**src/rtl/note_render_ctrl_pkg.sv**
```systemverilog
// note_render_ctrl_pkg: shared states and geometry for the note-highway sequencer
package note_render_ctrl_pkg;
  typedef enum logic [3:0] {
    S_IDLE, S_DEFAULT, S_DEF_DRAIN, S_BEAT_WAIT, S_JUDGE, S_ADD, S_SHIFT,
    S_BOX_SETTLE, S_BOX_DRAW, S_BOX_DRAIN, S_DONE
  } state_t;
  localparam int GRID_W = 240;
  localparam int GRID_H = 180;
  localparam int GRID_PIX = GRID_W * GRID_H;
  localparam int BOX_DIM = 60;
  localparam int BOX_PIX = 3600;
  localparam int NUM_BOXES = 12;
  localparam int PIPE_LAT = 3;
endpackage

```
**src/rtl/note_render_ctrl_strobe_delay.sv**
```systemverilog
// strobe_delay: N-stage strobe shift register with async clear
module strobe_delay #(
  parameter int N = 2
) (
  input  logic clock,
  input  logic reset,
  input  logic d,
  output logic q
);
  logic [N-1:0] sr;
  always_ff @(posedge clock or posedge reset)
    if (reset) sr <= '0;
    else sr <= {sr[N-2:0], d};
  assign q = sr[N-1];
endmodule

```
**src/rtl/note_render_ctrl.sv**
```systemverilog
// note_render_ctrl: sweeps the default playfield, then sequences beats, box redraws and score strobes
module note_render_ctrl
  import note_render_ctrl_pkg::*;
#(
  parameter int BEAT_CYCLES = 12_500_000,
  parameter int SONG_BEATS = 115
) (
  input  logic        clock,
  input  logic        reset,
  input  logic        start,
  output logic [15:0] gridCounter,
  output logic [15:0] memAddressGridCounter,
  output logic [3:0]  boxCounter,
  output logic [14:0] pixelCount,
  output logic [14:0] memAddressPixelCount,
  output logic        loadDefault,
  output logic        writeDefault,
  output logic        shiftSong,
  output logic        loadX,
  output logic        loadY,
  output logic        writeToScreen,
  output logic        changeScore,
  output logic        addScore,
  output logic        songDone,
  output logic        plot,
  output logic        busy
);
  state_t state, nextState;
  logic [7:0] gx, gy, bx;
  logic [6:0] by;
  logic [1:0] drainCnt;
  logic [31:0] timer;
  logic [15:0] beatCount;
  logic sweeping, drawing, sweepLast, pixLast, beatDue, songEnd;
  assign sweeping = state == S_DEFAULT;
  assign drawing = state == S_BOX_DRAW;
  assign sweepLast = memAddressGridCounter == 16'(GRID_PIX - 1);
  assign pixLast = memAddressPixelCount == 15'(BOX_PIX - 1);
  assign beatDue = timer >= 32'(BEAT_CYCLES - 3);
  assign songEnd = beatCount + 16'd1 == 16'(SONG_BEATS);
  always_ff @(posedge clock or posedge reset)
    if (reset) state <= S_IDLE;
    else state <= nextState;
  always_comb begin
    nextState = state;
    case (state)
      S_IDLE:       nextState = start ? S_DEFAULT : S_IDLE;
      S_DEFAULT:    nextState = sweepLast ? S_DEF_DRAIN : S_DEFAULT;
      S_DEF_DRAIN:  nextState = drainCnt == 2'd1 ? S_BEAT_WAIT : S_DEF_DRAIN;
      S_BEAT_WAIT:  nextState = beatDue ? S_JUDGE : S_BEAT_WAIT;
      S_JUDGE:      nextState = S_ADD;
      S_ADD:        nextState = S_SHIFT;
      S_SHIFT:      nextState = songEnd ? S_DONE : S_BOX_SETTLE;
      S_BOX_SETTLE: nextState = S_BOX_DRAW;
      S_BOX_DRAW:   nextState = pixLast ? S_BOX_DRAIN : S_BOX_DRAW;
      S_BOX_DRAIN:  nextState = drainCnt != 2'd2 ? S_BOX_DRAIN :
                                boxCounter == 4'(NUM_BOXES) ? S_BEAT_WAIT : S_BOX_SETTLE;
      default:      nextState = S_IDLE;
    endcase
  end
  // Sweep coordinate trails the ROM address by one cycle to match ROM read latency
  always_ff @(posedge clock or posedge reset)
    if (reset) begin
      memAddressGridCounter <= '0;
      gridCounter <= '0;
      gx <= '0;
      gy <= '0;
      drainCnt <= '0;
      timer <= '0;
      beatCount <= '0;
      boxCounter <= '0;
      memAddressPixelCount <= '0;
      bx <= '0;
      by <= '0;
    end else begin
      memAddressGridCounter <= sweeping && !sweepLast ? memAddressGridCounter + 16'd1 : '0;
      gx <= sweeping && gx != 8'(GRID_W - 1) ? gx + 8'd1 : '0;
      gy <= !sweeping ? '0 : gx == 8'(GRID_W - 1) ? gy + 8'd1 : gy;
      if (sweeping) gridCounter <= {gx, gy};
      drainCnt <= (state == S_DEF_DRAIN || state == S_BOX_DRAIN) && nextState == state ? drainCnt + 2'd1 : '0;
      timer <= state inside {S_IDLE, S_DEFAULT, S_DEF_DRAIN, S_SHIFT, S_DONE} ? '0 : timer + 32'd1;
      beatCount <= sweeping ? '0 : state == S_SHIFT ? beatCount + 16'd1 : beatCount;
      boxCounter <= state == S_SHIFT ? (songEnd ? 4'd0 : 4'd1) :
                    state == S_BOX_DRAIN && nextState == S_BOX_SETTLE ? boxCounter + 4'd1 :
                    state == S_BOX_DRAIN && nextState == S_BEAT_WAIT ? 4'd0 : boxCounter;
      memAddressPixelCount <= drawing && !pixLast ? memAddressPixelCount + 15'd1 : '0;
      by <= drawing && by != 7'(BOX_DIM - 1) ? by + 7'd1 : '0;
      bx <= !drawing ? '0 : by == 7'(BOX_DIM - 1) ? bx + 8'd1 : bx;
    end
  assign pixelCount = {bx, by};
  assign busy = state != S_IDLE;
  assign writeDefault = sweeping || state == S_DEF_DRAIN;
  assign loadDefault = (sweeping && memAddressGridCounter != 16'd0) || state == S_DEF_DRAIN;
  assign changeScore = state == S_JUDGE;
  assign addScore = state == S_ADD;
  assign shiftSong = state == S_SHIFT;
  assign songDone = state == S_DONE;
  assign loadX = drawing;
  assign loadY = drawing;
  strobe_delay #(.N(2)) wtsDelay (.clock(clock), .reset(reset), .d(drawing), .q(writeToScreen));
  strobe_delay #(.N(PIPE_LAT)) plotDelay (.clock(clock), .reset(reset), .d(drawing || sweeping), .q(plot));
endmodule

```
**config.mk**
```make
export PLATFORM = sky130hd
export DESIGN_NAME = note_render_ctrl
export DESIGN_NICKNAME = d
export VERILOG_FILES = /design/src/rtl/note_render_ctrl_pkg.sv /design/src/rtl/note_render_ctrl_strobe_delay.sv /design/src/rtl/note_render_ctrl.sv
export SDC_FILE = /design/constraint.sdc
export NUM_CORES = 1
export LEC_CHECK = 0
export CORE_MARGIN = 5
export CORE_UTILIZATION = 38
export CTS_BUF_LIST = sky130_fd_sc_hd__clkbuf_16
export DETAILED_ROUTE_END_ITERATION = 6
export HOLD_SLACK_MARGIN = 0.02
export PLACE_DENSITY = 0.62
export SLEW_MARGIN = 20
export SYNTH_ARGS = -nofsm -noshare
export SYNTH_HDL_FRONTEND = slang
export SYNTH_SLANG_ARGS = --single-unit
```
**constraint.sdc**
```tcl
create_clock -name clock -period 5.5 [get_ports clock]
set_input_delay 1.1 -clock clock [delete_from_list [all_inputs] [get_ports clock]]
set_output_delay 1.1 -clock clock [all_outputs]
set_load 0.02 [all_outputs]
```
Word-level counts from Yosys, hierarchy flattened
Index checks and enable logic that the tools add are counted.

storage, ports and cells
  bits in registers = 141
  output and inout bits = 77
  logic and storage cells = 95

operators by class
  add/sub/neg operators = 10
  order comparisons = 1
  equality and inequality tests = 25
  muxes and demuxes = 25
  reduce and logical (&&, ||, !) cells = 20

operator list
  operator                                                                  count
  16-bit two-way mux                                                        3
  8-bit two-way mux                                                         5
  4-bit case mux with 10 select lines                                       1
  16-bit by 1-bit adder with 16-bit output (second input constant)          2
  32-bit by 1-bit adder with 32-bit output (second input constant)          1
  32-bit by 24-bit >= comparator with 1-bit output (second input constant)  1
  32-bit two-way mux                                                        1
  8-bit by 1-bit adder with 8-bit output (second input constant)            3
  4-bit by 3-bit equality test with 1-bit output (second input constant)    5
  4-bit two-way mux                                                         5
  16-bit equality test (second input constant)                              1
  16-bit by 7-bit equality test with 1-bit output (second input constant)   1
  4-bit equality test (second input constant)                               4
  16-bit nonzero test                                                       1
  15-bit by 1-bit adder with 15-bit output (second input constant)          1
  15-bit by 12-bit equality test with 1-bit output (second input constant)  1
  15-bit two-way mux                                                        1
  4-bit by 2-bit equality test with 1-bit output (second input constant)    3
  8-bit equality test (second input constant)                               1
  1-bit logical AND                                                         8
  8-bit inequality test (second input constant)                             1
  7-bit by 1-bit adder with 7-bit output (second input constant)            1
  7-bit by 6-bit equality test with 1-bit output (second input constant)    1
  7-bit two-way mux                                                         1
  other kinds (17)                                                          28

Logic depth before layout (Yosys ltp)
  depth after elaboration = 9
  gate-level depth with buffers = 9
  mapped depth without buffers = 8

Cells and area by module
Synthesis repeated with hierarchy kept, for this count alone.

second synthesis, totals
  cell total of the unflattened synthesis = 751
  area total of the unflattened synthesis = 7033.0 µm²

by module, submodules not included
  module                    instances  cells an instance  area each (µm²)  sequential area each (µm²)
  note_render_ctrl          1          744                6900.4           3403.3
  strobe_delay (plotDelay)  1          4                  78.8             75.1
  strobe_delay (wtsDelay)   1          3                  53.8             50.0

Worst setup path before layout
No wires, ideal clock.

  path kind = flip-flop to output port
  start = register state[1]
  end = output port shiftSong
  data arrival time = 1588 ps
  required time = 4400 ps
  path slack = 2812 ps
  stages on the path, launching flop included = 7
  cell sequence = dfrtp_1 > clkbuf_1 > inv_1 > nor2_1 > nand3_1 > inv_1 > clkbuf_1

on the way
  word-level cells in the longest chain between the ends = 1

RTL lines
  what                                            line                    text
  from (decl)                                     note_render_ctrl.sv:28  state_t state, nextState;
  from (signal assigned)                          note_render_ctrl.sv:43  else state <= nextState;
  4-bit by 3-bit equality test with 1-bit output  note_render_ctrl.sv:96  assign shiftSong = state == S_SHIFT;
  to (decl)                                       note_render_ctrl.sv:18  output logic shiftSong,

Every way passes these cells.

Final worst setup path
Same ends and word-level chain as after synthesis.

==> results_dict.tcl <==
set metrics [dict create \
    status "finished, final reports clean" \
    intPower_w 0.001844 \
    die_area_sq_um 21090 \
    antenna_found_initial 0 \
    root_buffer "clkbuf_16" \
    numPortBuffers 79 \
    cp_max_fo 18 \
    p_switching_w 0.0004749 \
    cts_buffers 17 \
    timing_worst_slew_pin_value_ns 0.9122 \
    post-place-cells 1033 \
    slew_viol_final 0 \
    htreeDepth 4 \
    setup-tns-final_ns 0 \
    hold_buffers 0 \
    synthTopCellsByArea "dfrtp_1 51%, nor2_1 6.9%, xor2_1 5.9%" \
    grt_use_met1_pct 19.06 \
    r2r-start "state[1]" \
    min_from "plotDelay.sr[0]" \
    peakVddDrop_uv 275.8 \
    final_cell_mix "141 x dfrtp_1, 128 x nor2_1, 98 x nand2_1" \
    max_freq_mhz 243.7 \
    synth_cell_types 53 \
    place_congestion 0.8005 \
    syn_nets 760 \
    period_minus_slack_ns 4.104 \
    startpoint_type "register" \
    critical_path_class "reg2out" \
    viasPerCell 4.959 \
    fp.dieH_um 145.2 \
    area_growth_pct 24.36 \
    path_clk_slew_ns 0.06 \
    num_vias 5281 \
    grt_pass1_wl_um 25690 \
    synth_area_per_cell_sq_um 9.380 \
    layout_commonest_cell "dfrtp_1" \
    grt_max_degree 73 \
    required_ns 4.40 \
    synth_warnings 0 \
    rsz0062_at_grt "false" \
    drive_gt1_share_pct 6.100 \
    antennaDiodeCount 0 \
    setup_viol 0 \
    grt-busiest-layer "met2" \
    drt_iter0_markers 228 \
    rr_worst_depth 7 \
    ioPinCount 80 \
    ys_async_sr_fraction_pct 100.0 \
    finalCritPeriodShare_pct 74.62 \
    start_util_pct 38.69 \
    drcViolationCount 0 \
    ys_seq_elements 141 \
    die_x_um 145.2 \
    holdPathEnd "plotDelay.sr[1]" \
    power.clock.fraction_pct 54.3 \
    grt-ovfl-total 0 \
    skew_ns 0.01958 \
    p_comb_share_pct 1.0 \
    syn_inst 741 \
    slew_headroom_pct 38.96 \
    clk_latency_ns 0.43 \
    first_global_vias 5262 \
    dr.pass1.iters 5 \
    dp_hpwl_um 10190 \
    utilization_pct 48.12 \
    ant_nets 0 \
    rrSetupSlack_ns 2.67 \
    cts_resized 0 \
    numClockSinks 141 \
    core_area_sq_um 17960 \
    synth_area_sq_um 6950 \
    synth_edf_count 0 \
    r2r-end "beatCount[3]" \
    nNetsFinal 842 \
    cts_tree "yes" \
    switching_share_pct 20.48 \
    use_met3_pct 3.773 \
    synth_ff_type "dfrtp_1" \
    yosysSeqAreaShare_pct 50.77 \
    endpoint_kind "primary output" \
    wl_um 14840 \
    synth_top_cell_area_share_pct 50.77 \
    clock_path_buffers 2 \
    power_density_nw_per_um2 268.3 \
    wl_per_cell_um 13.94 \
    rows 49 \
    drv_cap 0 \
    p_leak_nw 3.673 \
    grtUsageMet2_pct 23.55 \
    worstHoldPathType "reg2reg" \
    seqPwrFrac_pct 44.7 \
    postCtsSetupBuffers 0 \
    yosysTopAreaCell "dfrtp_1" \
    hold_violations 0 \
    grt_usage_pct 14.42 \
    crit_arrival_ns 3.00 \
    holdPathStages 0 \
    fin_cells 1065 \
]
## through the flow
stage	area (sq um)	hold WS (ns)	total power, W	worst slack (ns)
after detailed placement	8001	0.3358	0.001081	1.824
after floorplan	6950	0.3312	0.001072	0.6188
final	8643	0.3457	0.002319	1.396
after CTS	8643	0.3505	0.002345	1.364
after global routing	8643	0.3663	0.002394	1.176
after global placement	8001	0.3327	0.001081	1.867
## layout make-up
type                    instances  area (sq um)
clock buffers                  17         425.4
clock inverters                15         216.5
fillers                      1683          9320
inverters                      27         106.4
multi-input cells             550          3237
flip-flops and latches        141          3528
well taps                     229         286.5
repair buffers                 86         843.3
## how the worst max path moves through the flow
stage,to,cells past startpoint,slack (ns),start
6_report,shiftSong,5,1.40,state[1]
5_1_grt,shiftSong,5,1.18,state[1]
4_1_cts,shiftSong,5,1.36,state[1]
3_5_place_dp,shiftSong,5,1.82,state[1]
3_3_place_gp,shiftSong,5,1.87,state[1]
2_1_floorplan,beatCount[0],1,0.62,reset
## critical path, cell delays in order, from the launching register on
cell and delay, ns:
dfrtp_1 0.55, inv_1 0.17, nor2_1 0.17, nand3_1 0.50, inv_1 0.51, clkdlybuf4s50_1 0.69
## cells in the mapped netlist, types with 2 or more instances
cell type / instances
a21oi_1: 9
a22o_1: 2
a31oi_1: 6
and2_1: 7
and3_1: 19
and4_1: 5
buf_1: 2
buf_2: 2
clkbuf_1: 18
dfrtp_1: 141
ha_1: 16
inv_1: 26
mux2i_1: 4
nand2_1: 98
nand2b_1: 7
nand3_1: 39
nand4_1: 18
nand4b_1: 2
nor2_1: 128
nor2b_1: 5
nor3_1: 15
nor4_1: 11
o211ai_1: 2
o21ai_0: 33
o31a_1: 2
o31ai_1: 6
o31ai_2: 2
or3_1: 3
or3_2: 2
xnor2_1: 42
xor2_1: 47
## kinds of logic after synthesis
group	after synthesis	synth area share, %
AOI/OAI and AO/OA	70	6.229
xor gates and xnor gates	89	11.22
adders and majority gates	16	2.880
buffers and inverters	50	2.790
DFF	141	50.77
muxes	4	0.5761
and+or+nand+nor	371	25.54
## power by group through the flow
stage | Clock (W) | Combinational, W | Sequential [W]
after floorplan | 0 | 0.0000150 | 0.00106
after global placement | 0 | 0.0000243 | 0.00106
after detailed placement | 0 | 0.0000245 | 0.00106
after CTS | 0.00128 | 0.0000246 | 0.00104
after global routing | 0.00133 | 0.0000280 | 0.00104
final | 0.00126 | 0.0000225 | 0.00104
## sequential cells by signal, indices dropped and copies added (netlist names), 3 cells and up
register / cells
memAddressGridCounter: 16
plotDelay.sr: 3
timer: 32
boxCounter: 4
beatCount: 16
gy: 8
by: 7
memAddressPixelCount: 15
state: 4
gx: 8
bx: 8
gridCounter: 16
## layer usage
layer  routed length [um]  share of wire [%]
met1                 7116                 48
met2                 7128                 48
met3                  465                3.1
met4                  131               0.88
met5                    0                  0
No activity file was read; power rests on OpenSTA's default activity.
